### config.mk
export PLATFORM = sky130hd
export DESIGN_NAME = mem_access_seq_flat
export DESIGN_NICKNAME = d
export VERILOG_FILES = /design/src/rtl/mem_access_seq_pkg.sv /design/src/rtl/mem_access_seq_if.sv /design/src/rtl/mem_access_seq_store_merge.sv /design/src/rtl/mem_access_seq.sv /design/src/flat_wrapper.sv
export SDC_FILE = /design/constraint.sdc
export NUM_CORES = 1
export LEC_CHECK = 0
export ABC_AREA = 1
export BUFFER_PORTS_ARGS = -buffer_cell sky130_fd_sc_hd__buf_2
export CORE_MARGIN = 2
export CORE_UTILIZATION = 50
export CTS_CLUSTER_SIZE = 40
export DETAILED_ROUTE_END_ITERATION = 8
export HOLD_SLACK_MARGIN = 0.03
export PLACE_DENSITY = 0.91
export SLEW_MARGIN = 15
export SYNTH_ARGS = -nofsm -noshare
export SYNTH_HDL_FRONTEND = slang
export SYNTH_SLANG_ARGS = --single-unit
### constraint.sdc
create_clock -name clk -period 1.9 [get_ports clk]
set_input_delay 0.38 -clock clk [delete_from_list [all_inputs] [get_ports clk]]
set_output_delay 0.38 -clock clk [all_outputs]
set_load 0.01 [all_outputs]
### src/rtl/mem_access_seq_pkg.sv
// rtl/mem_access_seq_pkg.sv - shared types and size codes for the data-memory access sequencer
package mem_access_pkg;

  typedef enum logic [2:0] {
    ST_IDLE,
    ST_RD_WAIT,
    ST_CAPTURE,
    ST_MERGE_WR,
    ST_WR,
    ST_DONE
  } state_t;

  localparam logic [1:0] SZ_WORD = 2'b00;
  localparam logic [1:0] SZ_HALF = 2'b01;
  localparam logic [1:0] SZ_BYTE = 2'b10;

  localparam int MEM_LAT_MAX = 7;
  localparam int CNT_W       = $clog2(MEM_LAT_MAX + 1);

  // Reserved size code 11 behaves as a word access everywhere.
  function automatic logic [1:0] norm_size(input logic [1:0] size);
    return (size == 2'b11) ? SZ_WORD : size;
  endfunction

  function automatic logic is_misaligned(input logic [1:0] size, input logic [1:0] addr_lo);
    logic [1:0] s;
    s = norm_size(size);
    return ((s == SZ_WORD) && (addr_lo != 2'b00)) || ((s == SZ_HALF) && addr_lo[0]);
  endfunction

endpackage

### src/rtl/mem_access_seq_if.sv
// rtl/mem_access_seq_if.sv - request handshake and data-memory bus of the access sequencer
interface mem_access_seq_if;
  logic        start;
  logic        op_store;
  logic [1:0]  size;
  logic [31:0] addr;
  logic [31:0] wdata;
  logic        busy;
  logic        done;
  logic        misalign;
  logic [31:0] mem_addr;
  logic        mem_wr;
  logic [31:0] mem_wdata;
  logic [31:0] mem_rdata;

  modport master (
    input  start, op_store, size, addr, wdata, mem_rdata,
    output busy, done, misalign, mem_addr, mem_wr, mem_wdata
  );

  modport slave (
    output start, op_store, size, addr, wdata, mem_rdata,
    input  busy, done, misalign, mem_addr, mem_wr, mem_wdata
  );
endinterface

### src/rtl/mem_access_seq_store_merge.sv
// rtl/mem_access_seq_store_merge.sv - merges store data into the low half/byte of a read word
module store_merge
  import mem_access_pkg::*;
(
  input  logic [31:0] mdr,
  input  logic [31:0] wdata,
  input  logic [1:0]  size,
  output logic [31:0] merged
);

  always_comb begin
    merged = wdata;
    case (size)
      SZ_HALF: merged = {mdr[31:16], wdata[15:0]};
      SZ_BYTE: merged = {mdr[31:8],  wdata[7:0]};
      default: merged = wdata;
    endcase
  end

endmodule

### src/rtl/mem_access_seq.sv
// rtl/mem_access_seq.sv - multicycle load/store sequencer with MDR; alignment fault via MEM_ALIGN_CHECK_EN
module mem_access_seq
  import mem_access_pkg::*;
#(
  parameter int MEM_LAT = 1
) (
  input  logic                    clk,
  input  logic                    reset,
  mem_access_seq_if.master        bus,
  output logic [31:0]             mdr_out,
  output logic [1:0]              load_size_control
);

  state_t           state;
  logic [CNT_W-1:0] cnt;
  logic             op_store_q;
  logic [31:0]      wdata_q;
  logic [31:0]      merged;
  logic             fault;
  logic [1:0]       req_size;

  assign req_size = norm_size(bus.size);

`ifdef MEM_ALIGN_CHECK_EN
  assign fault = is_misaligned(bus.size, bus.addr[1:0]);
`else
  logic unused_addr_lo;
  assign unused_addr_lo = ^bus.addr[1:0];
  assign fault          = 1'b0;
`endif

  // Merge from the incoming read word so the write data is ready as MERGE_WR begins.
  store_merge u_merge (
    .mdr    (bus.mem_rdata),
    .wdata  (wdata_q),
    .size   (load_size_control),
    .merged (merged)
  );

  always_ff @(posedge clk) begin
    if (reset) begin
      state             <= ST_IDLE;
      cnt               <= '0;
      op_store_q        <= 1'b0;
      wdata_q           <= '0;
      mdr_out           <= '0;
      load_size_control <= SZ_WORD;
      bus.busy          <= 1'b0;
      bus.done          <= 1'b0;
      bus.misalign      <= 1'b0;
      bus.mem_addr      <= '0;
      bus.mem_wr        <= 1'b0;
      bus.mem_wdata     <= '0;
    end else begin
      bus.done     <= 1'b0;
      bus.mem_wr   <= 1'b0;
      bus.misalign <= 1'b0;
      case (state)
        ST_IDLE: begin
          if (bus.start) begin
            op_store_q        <= bus.op_store;
            wdata_q           <= bus.wdata;
            load_size_control <= req_size;
            bus.mem_addr      <= {bus.addr[31:2], 2'b00};
            bus.busy          <= 1'b1;
            if (fault) begin
              state        <= ST_DONE;
              bus.done     <= 1'b1;
              bus.misalign <= 1'b1;
            end else if (bus.op_store && (req_size == SZ_WORD)) begin
              state         <= ST_WR;
              bus.mem_wr    <= 1'b1;
              bus.mem_wdata <= bus.wdata;
            end else begin
              state <= ST_RD_WAIT;
              cnt   <= CNT_W'(MEM_LAT - 1);
            end
          end
        end
        ST_RD_WAIT: begin
          if (cnt == '0) state <= ST_CAPTURE;
          else           cnt   <= cnt - 1'b1;
        end
        ST_CAPTURE: begin
          mdr_out <= bus.mem_rdata;
          if (op_store_q) begin
            state         <= ST_MERGE_WR;
            bus.mem_wr    <= 1'b1;
            bus.mem_wdata <= merged;
          end else begin
            state    <= ST_DONE;
            bus.done <= 1'b1;
          end
        end
        ST_MERGE_WR, ST_WR: begin
          state    <= ST_DONE;
          bus.done <= 1'b1;
        end
        ST_DONE: begin
          state        <= ST_IDLE;
          bus.busy     <= 1'b0;
          bus.mem_addr <= '0;
        end
        default: begin
          state        <= ST_IDLE;
          bus.busy     <= 1'b0;
          bus.mem_addr <= '0;
        end
      endcase
    end
  end

endmodule

### src/flat_wrapper.sv
// flat-port wrapper written by rule: the top's interface ports become plain ports
module mem_access_seq_flat import mem_access_pkg::*;
#(
  parameter int MEM_LAT = 1
)
  (clk, reset, mdr_out, load_size_control, bus_start, bus_op_store, bus_size, bus_addr, bus_wdata, bus_mem_rdata, bus_busy, bus_done, bus_misalign, bus_mem_addr, bus_mem_wr, bus_mem_wdata);
  mem_access_seq_if bus_i ();
  input  logic clk;
  input  logic reset;
  output logic [31:0] mdr_out;
  output logic [1:0] load_size_control;
  input wire logic [$bits(bus_i.start)-1:0] bus_start;
  input wire logic [$bits(bus_i.op_store)-1:0] bus_op_store;
  input wire logic [$bits(bus_i.size)-1:0] bus_size;
  input wire logic [$bits(bus_i.addr)-1:0] bus_addr;
  input wire logic [$bits(bus_i.wdata)-1:0] bus_wdata;
  input wire logic [$bits(bus_i.mem_rdata)-1:0] bus_mem_rdata;
  output wire logic [$bits(bus_i.busy)-1:0] bus_busy;
  output wire logic [$bits(bus_i.done)-1:0] bus_done;
  output wire logic [$bits(bus_i.misalign)-1:0] bus_misalign;
  output wire logic [$bits(bus_i.mem_addr)-1:0] bus_mem_addr;
  output wire logic [$bits(bus_i.mem_wr)-1:0] bus_mem_wr;
  output wire logic [$bits(bus_i.mem_wdata)-1:0] bus_mem_wdata;
  assign bus_i.start = bus_start;
  assign bus_i.op_store = bus_op_store;
  assign bus_i.size = bus_size;
  assign bus_i.addr = bus_addr;
  assign bus_i.wdata = bus_wdata;
  assign bus_i.mem_rdata = bus_mem_rdata;
  assign bus_busy = bus_i.busy;
  assign bus_done = bus_i.done;
  assign bus_misalign = bus_i.misalign;
  assign bus_mem_addr = bus_i.mem_addr;
  assign bus_mem_wr = bus_i.mem_wr;
  assign bus_mem_wdata = bus_i.mem_wdata;
  mem_access_seq #(.MEM_LAT(MEM_LAT)) u_core (.clk(clk), .reset(reset), .bus(bus_i), .mdr_out(mdr_out), .load_size_control(load_size_control));
endmodule
==> results.tsv <==
metric	value	unit
Die Wd	113.4	um
Power Dens Cells	1530	mW/mm2
CTS tree	done	
Place WS	0.1176	ns
nets	1142	
Yosys reg bits	138	
Starting Density	51.75	%
total gr overflow	0	
area grow syn2layout	27.66	%
worst-case reg-to-reg path depth	8	
post-CTS setup repair buffer count	0	
cells after synthesis	854	
R2R Path End	u_core.wdata_q[0]	
syn_area_per_cell	7.008	um2
DRC Markers	0	
All-Layer GR Usage	25.52	%
LEAKAGE	3.905	nW
Unique masters post-synth	27	
Die H	113.4	um
drt wl/cell	13.71	um
Cell Rows	39	
Metal-1 WL	6.793	mm
Slew Limit Headroom	65.03	%
gpl congestion	0.8503	
FMAX	585.5	MHz
utilization after layout	66.06	%
yosys warns	0	
Port Buffer Count	198	
IO Pins	204	
area share of the largest cell type after synthesis	46.16	%
biggest area consumer among synthesized cells	dfxtp_1	
via count	6197	
Clock Latency Late Sink	0.41	ns
RSZ-0062 raised after global routing	no	
Max Buffers Root-to-Sink	2	
CP Class	reg2reg	
drt first-iter violations	567	
Root Driver	clkbuf_16	
Clock Skew	0.006352	ns
MaxCap Viol Count	0	
reg2reg start	u_core.state[0]	
initial antenna violation count	0	
fin crit period	1.708	ns
vias in the first global route	5777	
final count of hold timing violations	0	
Final setup viols	0	
crit end category	flop	
final period utilization	89.89	%
final setup TNS	0	ns
CP Launch Type	flop	
die area	0.01286	mm2
worst hold endpoint	u_core.wdata_q[31]	
fin cells	1189	
first-pass iteration count of the detailed router	6	
Final WS setup	0.1921	ns
ANT nets after route	0	
VDD IR max	0.0009692	V
Core ar.	0.01156	mm2
Worst Path Required	2.18	ns
Seq. cell area	0.002763	mm2
via-per-instance ratio	5.212	
sequential-to-total area share from yosys stat	46.16	%
Max Slew Vio Count	0	
filler cell count	1017	
met3 wire length	1.416	mm
CTS buffer count	17	
worst slew pin tran	0.5238	ns
WL met2	7.749	mm
WL final	16.30	mm
Clock Sinks	138	
clock transition at the registers of the reported paths	0.06	ns
r2r setup slk	0.19	ns
H-tree level count	4	
Worst Path Max Fanout	39	
CP arrival	1.98	ns
overall power	0.01169	W
layout cells sized above 1	25.14	%
first-pass GRT wire length	26.48	mm
status	finished clean	
Hold Crit Class	in2reg	
hold depth	3	
ant diodes	0	
Post-Place Cells	1158	
synthesized area	0.005984	mm2
PostCTS Resize Cnt	0	
largest net degree at the start of global routing	43	
highest routed layer	met4	
CTS Hold Bufs	0	
footprint of the multi-input gates	0.002729	mm2
DP Wirelength	11.14	mm
Synth area leaders	dfxtp_1, nor2_1, o21ai_0	
Worst Hold Launch	bus_wdata[31]	
[layout by cell type, fill, tap and decap left out, types with 2 or more instances in the layout]
cell type  Yosys  final
nor2_1       244    244
buf_2         22    198
dfxtp_1      138    138
nand2_1      114    114
o21ai_0       97     97
a21oi_1       63     63
nand3_1       51     51
inv_1         43     42
o21bai_1      17     17
clkbuf_16      0     17
buf_4         10     17
ha_1           6      6
inv_2          4      5
clkbuf_8       0      5
clkinv_2       0      4
buf_12         0      4
conb_1         1      3
nor2_4         2      2
nand2_2        2      2
or2_2          2      2
nor2_2         2      2
o21ai_1        2      2
bufinv_16      0      2
clkbuf_1      22      2
[synthesized netlist by cell type]
library cell  count
nor2_2            2
or2_2             2
nand2_1         114
o21ai_1           2
nand3_2           1
nand3_1          51
buf_1             2
nand2_2           2
buf_2            22
dfxtp_1         138
a21oi_1          63
conb_1            1
nor2_1          244
o21bai_1         17
inv_2             4
inv_1            43
ha_1              6
o21ai_0          97
a211oi_1          1
buf_6             4
xnor2_1           1
nor2_4            2
clkinv_1          1
nand2_4           1
o211ai_1          1
buf_4            10
clkbuf_1         22
[worst max-delay path by stage]
stage	startpoint	to	slack, ns	cells after the start
final	u_core.state[0]	u_core.wdata_q[0]	0.19	8
after global routing	u_core.load_size_control[0]	u_core.bus.mem_wdata[11]	0.02	9
after CTS	u_core.state[0]	u_core.wdata_q[0]	0.20	8
after detailed placement	bus_size[0]	u_core.bus.mem_wdata[21]	0.12	10
after global placement	bus_size[0]	u_core.bus.mem_wdata[5]	0.14	10
after floorplan	u_core.load_size_control[0]	u_core.bus.mem_wdata[16]	0.22	9
[logic make-up (layout without fill, tap and decap cells)]
family | Yosys count | after routing | share of synthesized area [%]
buffers and inverters | 108 | 298 | 8.363
AND/OR/NAND/NOR | 419 | 419 | 28.08
AO/OA/AOI/OAI | 181 | 181 | 15.93
adder cells (fa/ha/maj) | 6 | 6 | 1.254
XOR/XNOR | 1 | 1 | 0.1464
other | 1 | 3 | 0.06266
flip-flops | 138 | 138 | 46.16
[registers in the layout, summed over array words and instances (netlist names)]
register,cells
u_core.cnt,3
u_core.bus.mem_wdata,32
u_core.bus.mem_addr,30
u_core.bus.mem_wr,1
u_core.mdr_out,32
u_core.bus.done,1
u_core.bus.busy,1
u_core.wdata_q,32
u_core.state,3
u_core.op_store_q,1
u_core.load_size_control,2
[stage by stage]
step                      hold slack [ns]  cell area [um2]
after floorplan                    0.4245             5992
after global placement             0.4334             7049
after detailed placement           0.4381             7049
after CTS                          0.1953             7640
after global routing               0.2012             7640
final                              0.2139             7640
[report_power, final]
group | switching [W] | internal, W | total [W]
registers | 0.000354 | 0.00363 | 0.00398
clock network | 0.00117 | 0.00209 | 0.00326
logic | 0.00287 | 0.00158 | 0.00445
total | 0.00439 | 0.00730 | 0.0117
[routing by layer]
metal | vias to the layer above | global-route usage, %
met5 | - | 0
met4 | 0 | 10.16
met3 | 32 | 7.545
li1 | 3075 | -
met1 | 2811 | 31.18
met2 | 279 | 42.44
[worst max-delay path, stage by stage, from the launching register on]
cell and delay, ns:
dfxtp_1 0.37, nor2_4 0.16, nand2_2 0.11, nor2_4 0.13, buf_4 0.22, inv_1 0.05, buf_4 0.25, o21ai_0 0.20
a21oi_1 0.07
[cell type report]
type | count | share of cell area (%)
clock inverter | 7 | 1.163
clock buffer | 24 | 6.567
tap | 143 | 2.342
inverter | 48 | 2.358
multi-input combinational | 610 | 35.72
timing repair buffer | 219 | 15.69
sequential | 138 | 36.16
Note: power is estimated with default switching activity, not from simulation.
